$ cat config.mk
export PLATFORM = sky130hd
export DESIGN_NAME = uart_recv
export DESIGN_NICKNAME = d
export VERILOG_FILES = /design/src/rtl/uart_recv.sv
export SDC_FILE = /design/constraint.sdc
export NUM_CORES = 1
export LEC_CHECK = 0
export ABC_AREA = 1
export ABC_CLOCK_PERIOD_IN_PS = 3800
export BUFFER_PORTS_ARGS = -buffer_cell sky130_fd_sc_hd__clkbuf_2
export CAP_MARGIN = 20
export CORE_MARGIN = 3
export CORE_UTILIZATION = 45
export DETAILED_ROUTE_END_ITERATION = 16
export SLEW_MARGIN = 10
export SYNTH_ARGS = -nofsm -noshare
export SYNTH_HDL_FRONTEND = slang
export SYNTH_SLANG_ARGS = --single-unit
$ cat constraint.sdc
create_clock -name CLK -period 3.8 [get_ports CLK]
set_clock_uncertainty 0.05 [all_clocks]
set_input_delay 0.57 -clock CLK [delete_from_list [all_inputs] [get_ports CLK]]
set_output_delay 0.57 -clock CLK [all_outputs]
set_load 0.1 [all_outputs]
$ cat src/rtl/uart_recv.sv
// 8N1 UART receiver: 2-flop RXD synchronizer, start-bit validation at mid-bit, data/stop sampled at bit centres.
// DATA_READY/FRAME_ERR pulse CLKS_PER_BIT/2 + 9*CLKS_PER_BIT + 3 cycles after the start edge; no backpressure.
module uart_recv #(
    parameter int CLKS_PER_BIT = 868
) (
    input  logic       CLK,
    input  logic       RST,
    input  logic       RXD,
    output logic [7:0] DATA,
    output logic       DATA_READY,
    output logic       FRAME_ERR,
    output logic       IDLE
);

    localparam int CW = (CLKS_PER_BIT > 1) ? $clog2(CLKS_PER_BIT) : 1;
    localparam logic [CW-1:0] HALF_M1 = CW'(CLKS_PER_BIT / 2 - 1);
    localparam logic [CW-1:0] FULL_M1 = CW'(CLKS_PER_BIT - 1);

    typedef enum logic [2:0] {
        S_IDLE,
        S_START,
        S_DATA,
        S_STOP,
        S_BREAK
    } state_t;

    state_t        state_q;
    logic [CW-1:0] cnt_q;
    logic [2:0]    idx_q;
    logic [7:0]    shift_q;
    logic [7:0]    data_q;
    logic          rdy_q;
    logic          ferr_q;
    logic          meta_q;
    logic          rx_q;

    // Both stages reset to the idle-high line level so reset never looks like a start bit.
    always_ff @(posedge CLK) begin
        if (RST) begin
            meta_q <= 1'b1;
            rx_q   <= 1'b1;
        end else begin
            meta_q <= RXD;
            rx_q   <= meta_q;
        end
    end

    always_ff @(posedge CLK) begin
        if (RST) begin
            state_q <= S_IDLE;
            cnt_q   <= '0;
            idx_q   <= '0;
            shift_q <= '0;
            data_q  <= '0;
            rdy_q   <= 1'b0;
            ferr_q  <= 1'b0;
        end else begin
            rdy_q  <= 1'b0;
            ferr_q <= 1'b0;
            case (state_q)
                S_IDLE: begin
                    cnt_q <= '0;
                    if (!rx_q) begin
                        state_q <= S_START;
                    end
                end
                S_START: begin
                    if (cnt_q == HALF_M1) begin
                        cnt_q   <= '0;
                        idx_q   <= '0;
                        state_q <= rx_q ? S_IDLE : S_DATA;
                    end else begin
                        cnt_q <= cnt_q + CW'(1);
                    end
                end
                S_DATA: begin
                    if (cnt_q == FULL_M1) begin
                        cnt_q          <= '0;
                        shift_q[idx_q] <= rx_q;
                        idx_q          <= idx_q + 3'd1;
                        if (idx_q == 3'd7) begin
                            state_q <= S_STOP;
                        end
                    end else begin
                        cnt_q <= cnt_q + CW'(1);
                    end
                end
                S_STOP: begin
                    if (cnt_q == FULL_M1) begin
                        cnt_q <= '0;
                        if (rx_q) begin
                            data_q  <= shift_q;
                            rdy_q   <= 1'b1;
                            state_q <= S_IDLE;
                        end else begin
                            ferr_q  <= 1'b1;
                            state_q <= S_BREAK;
                        end
                    end else begin
                        cnt_q <= cnt_q + CW'(1);
                    end
                end
                S_BREAK: begin
                    // A held-low line must return high before another start bit is accepted.
                    cnt_q <= '0;
                    if (rx_q) begin
                        state_q <= S_IDLE;
                    end
                end
                default: begin
                    cnt_q   <= '0;
                    state_q <= S_IDLE;
                end
            endcase
        end
    end

    assign DATA       = data_q;
    assign DATA_READY = rdy_q;
    assign FRAME_ERR  = ferr_q;
    assign IDLE       = (state_q == S_IDLE);

endmodule

## Word-level counts from Yosys, hierarchy flattened

Cells that the tools add are included.

| word-level totals | value |
|---|---|
| bits in registers | 36 |
| input bits | 3 |
| output and inout port bits | 11 |
| word-level logic and storage cells | 57 |

| operators by class | value |
|---|---|
| add/sub/neg operators | 2 |
| magnitude comparators | 2 |
| equal/unequal tests | 13 |
| muxes and demuxes | 20 |
| bitwise gates (word level) | 2 |
| reductions and logical operators | 9 |

Operators with widths:

| cell | count |
|---|---|
| 3-bit 2-to-1 mux | 9 |
| 10-bit 2-to-1 mux | 2 |
| 10-bit one-hot mux with 2 select lines | 1 |
| 3-bit one-hot mux with 5 select lines | 1 |
| 2-bit inequality test, second input constant | 6 |
| 10-bit by 1-bit adder with 10-bit output, second input constant | 1 |
| 10-bit == test, second input constant | 1 |
| 10-bit by 9-bit == test with 1-bit output, second input constant | 1 |
| 8-bit bitwise mux | 1 |
| 3-bit by 2-bit == test with 1-bit output, second input constant | 2 |
| 3-bit == test, second input constant | 2 |
| 3-bit one-hot mux with 2 select lines | 1 |
| 3-bit AND reduction | 2 |
| 6-bit AND reduction | 1 |
| 3-bit by 4-bit less-than comparator with 1-bit output, second input constant | 1 |
| 3-bit by 1-bit adder with 3-bit output, second input constant | 1 |
| 1-bit demux with 3-bit select | 1 |
| 3-bit by 1-bit == test with 1-bit output, second input constant | 1 |
| 3-bit by 1-bit greater-or-equal comparator with 1-bit output, second input constant | 1 |
| 3-bit zero test | 1 |
| 1-bit 2-to-1 mux | 3 |
| 3-bit OR reduction | 1 |
| 2-bit 2-to-1 mux | 1 |
| 1-bit NOT | 2 |
| other kinds (4) | 4 |

## Logic depth before layout (Yosys ltp)

| depth | value |
|---|---|
| depth after elaboration | 5 |
| gate-level depth with buffers | 11 |

## Least setup slack after synthesis

OpenSTA, ideal clock, no wires.

| timing path | value |
|---|---|
| path type | register -> output |
| start | register state_q[0] |
| end | output port IDLE |
| data arrival time | 2.470 ns |
| data required time | 3.180 ns |
| slack | 0.710 ns |
| cell stages (with the launch flop) | 2 |
| path through | dfxtp_1 > nor3_1 |

| between the ends | value |
|---|---|
| word-level cells in the longest chain between the ends | 1 |

Ends and longest elaborated chain:

| item | RTL line | RTL |
|---|---|---|
| from (decl) | 27 | `state_t state_q;` |
| from (signal assigned) | 71 | `state_q <= rx_q ? S_IDLE : S_DATA;` |
| 3-bit zero test | 121 | `assign IDLE = (state_q == S_IDLE);` |
| to (decl) | 12 | `output logic IDLE` |

Every way passes these cells.

## Worst setup path in the final report

| timing path | value |
|---|---|
| start | register state_q[2] |
| end | output port IDLE |

Same word-level chain as after synthesis.

==> results.toml <==
[outcome]
status = "finished, final reports clean"

[clocking]
cts_tree = "yes"
cts-root-buf = "clkbuf_8"
h-tree-depth = 2
ctsResizeCount = 0
cts_setup_buffers = 0
hold_buffers = 0
clock_sinks = 36
cts-buffers-inserted = 5
clkLatencyLatePin_ns = 0.29
clk_pin_slew_ns = 0.06
clockBufferDepth = 2

[synth]
synthesis.nets = 254
synth-xor-area-share_pct = 2.41
synth_simple_gate_area_share_pct = 39.9
syn_inst = 247
syn_area_um2 = 1810
synth_compound_area_share_pct = 5.79
ys_ff_latch = 36
yosysSeqAreaShare_pct = 39.7
synth_top_area_share_pct = 39.7
yosys.cell_types.count = 30
yosysWarningCount = 0
synthMuxAreaShare_pct = 0
synth_top_family_by_area = "simple AND/OR/NAND/NOR gates"
synth.avg_cell_area_um2 = 7.35
synth.area.top_cells = "dfxtp_1 (40%), nor2_1 (11%), nand2_1 (7.9%), inv_1 (5.6%), nand3_1 (4.7%)"
synth_fa_ha_area_share_pct = 2.76
post-synth-top-area-cell = "dfxtp_1"

[worst_setup_path]
arrival_ns = 1.37
start_kind = "register"
endpoint_kind = "output pin"
cp_top_family = "buffers and inverters"
crit_type = "register to output pin"
crit_fanout = 7
worstPathCellList = "nor3_1 -> clkbuf_2"
required_ns = 3.18
path_buf_inv = 1
critPathMaxStageDelay_ns = 0.48
worst_path_max_delay_cell = "clkbuf_2"

[routing]
num_vias = 1492
wl_per_cell_um = 11.0
drt-total-wl_um = 3400
final_antenna_net_count = 0
dr.pass1.iters = 4
drc = 0
via_per_inst = 4.83
drtIter0Drc = 76

[cells_and_area]
num-fill-cells = 368
final_cells = 309
area_delta_synth_final_pct = 8.55
diodes = 0
layout_common_cells = "nor2_1 (51), nand2_1 (38), dfxtp_1 (36), inv_1 (27), nand3_1 (17)"
fin_nets = 268
utilization_pct = 52.2
final_common_cell = "nor2_1"
drive_gt1_share_pct = 17.6

[placement]
placed_cells = 302
pre_cts_slack_ns = 2.01
gp_congestion = 0.829
io_buffers = 13
place_hpwl_um = 2460

[grt]
grt_overflow_total = 0
first_global_vias = 1305
grt_max_degree = 24
grt_pass1_wl_um = 5750
antenna_found_initial = 0
grtUsageTotal_pct = 14.8

[sta]
max-slew-margin-rel_pct = 55.3
layout_setup_ws_ns = 1.81
fin_setup_tns_ns = 0
finalSetupViolations = 0
grt_setup_unrepaired = "false"
slew_viol_final = 0
fmax_ghz = 0.502
hold_viol_final = 0
tightest_slew_ns = 0.670
post-route-min-period_ns = 1.99
period_share_pct = 52.4

[power_and_ir_drop]
powerDensity_nw_per_um2 = 556
peakVddDrop_v = 0.000473
leakage_uw = 0.000907

[floorplanning]
die_width_um = 69.5
start_util_pct = 48.1
placementRows = 22
ioPinCount = 14
coreArea_um2 = 3770
dieArea_um2 = 4830
die_y_um = 69.5

[job]
drv_cap = 0

[worst_hold_path]
hold_path.class = "register to register"
[Yosys cell counts]
master,number
nand2_1,38
nand4_2,1
o21ai_0,10
nor3_4,1
nand2_2,5
o21ai_1,2
nor2_8,1
xnor2_1,2
or2_2,2
clkbuf_1,1
inv_4,1
nor2_2,2
nand3_2,2
buf_2,2
nand2_4,3
buf_6,3
nor3b_2,1
nand3_1,17
xor2_1,3
inv_2,4
dfxtp_1,36
a31oi_1,4
nor3_1,6
nand4_1,10
nor3_2,3
inv_1,27
ha_1,4
a21oi_1,4
nor2_4,1
nor2_1,51
[power breakdown]
part / internal (uW) / switching, uW
Clock: 124 / 129
Sequential: 404 / 52.3
Combinational: 105 / 279
[kinds of logic (layout without fill, tap and decap cells)]
logic type               after synthesis  in the layout
adder cells (fa/ha/maj)                4              4
XOR/XNOR                               5              5
buffers and inverters                 38             52
flip-flops                            36             36
AND/OR/NAND/NOR                      144            144
AO/OA/AOI/OAI                         20             20
[layer usage]
metal / GRT usage [%] / up-vias / wire length, um
met5: 0 / - / 0
met4: 6.51 / 0 / 73
met3: 4.35 / 7 / 98
li1: - / 816 / -
met2: 22.9 / 13 / 1530
met1: 19.1 / 656 / 1690
[registers in the layout, summed over array words and instances, names as in the netlist]
| name | count |
|---|---|
| state_q | 3 |
| cnt_q | 10 |
| idx_q | 3 |
| shift_q | 8 |
| DATA | 8 |
| DATA_READY | 1 |
| meta_q | 1 |
| FRAME_ERR | 1 |
| rx_q | 1 |
[path summary, 6_finish.rpt]
kind	slack, ns	end	cells after the start	startpoint
worst min register to register	0.36	rx_q	1	meta_q
worst max-delay path	1.81	IDLE	2	state_q[2]
worst max register to register	2.01	idx_q[0]	10	cnt_q[0]
worst min-delay path	0.36	rx_q	1	meta_q
[cell type report]
class                      instances  area [um^2]  share of cell area, %
clock buffer                       6         72.6                   3.68
clock inverter                     1         5.00                  0.254
inverter                          32          123                   6.23
multi-input combinational        173          923                   46.9
sequential                        36          721                   36.6
tap                               48         60.1                   3.05
timing repair buffer              13         65.1                   3.30
[stage by stage]
step / hold WS, ns / cell area (um^2) / power, uW
2_1_floorplan: 0.339 / 1810 / 800
3_3_place_gp: 0.344 / 1890 / 849
3_5_place_dp: 0.349 / 1890 / 851
4_1_cts: 0.367 / 1970 / 1110
5_1_grt: 0.393 / 1970 / 1170
6_report: 0.364 / 1970 / 1090
(Power assumes the default switching activity.)
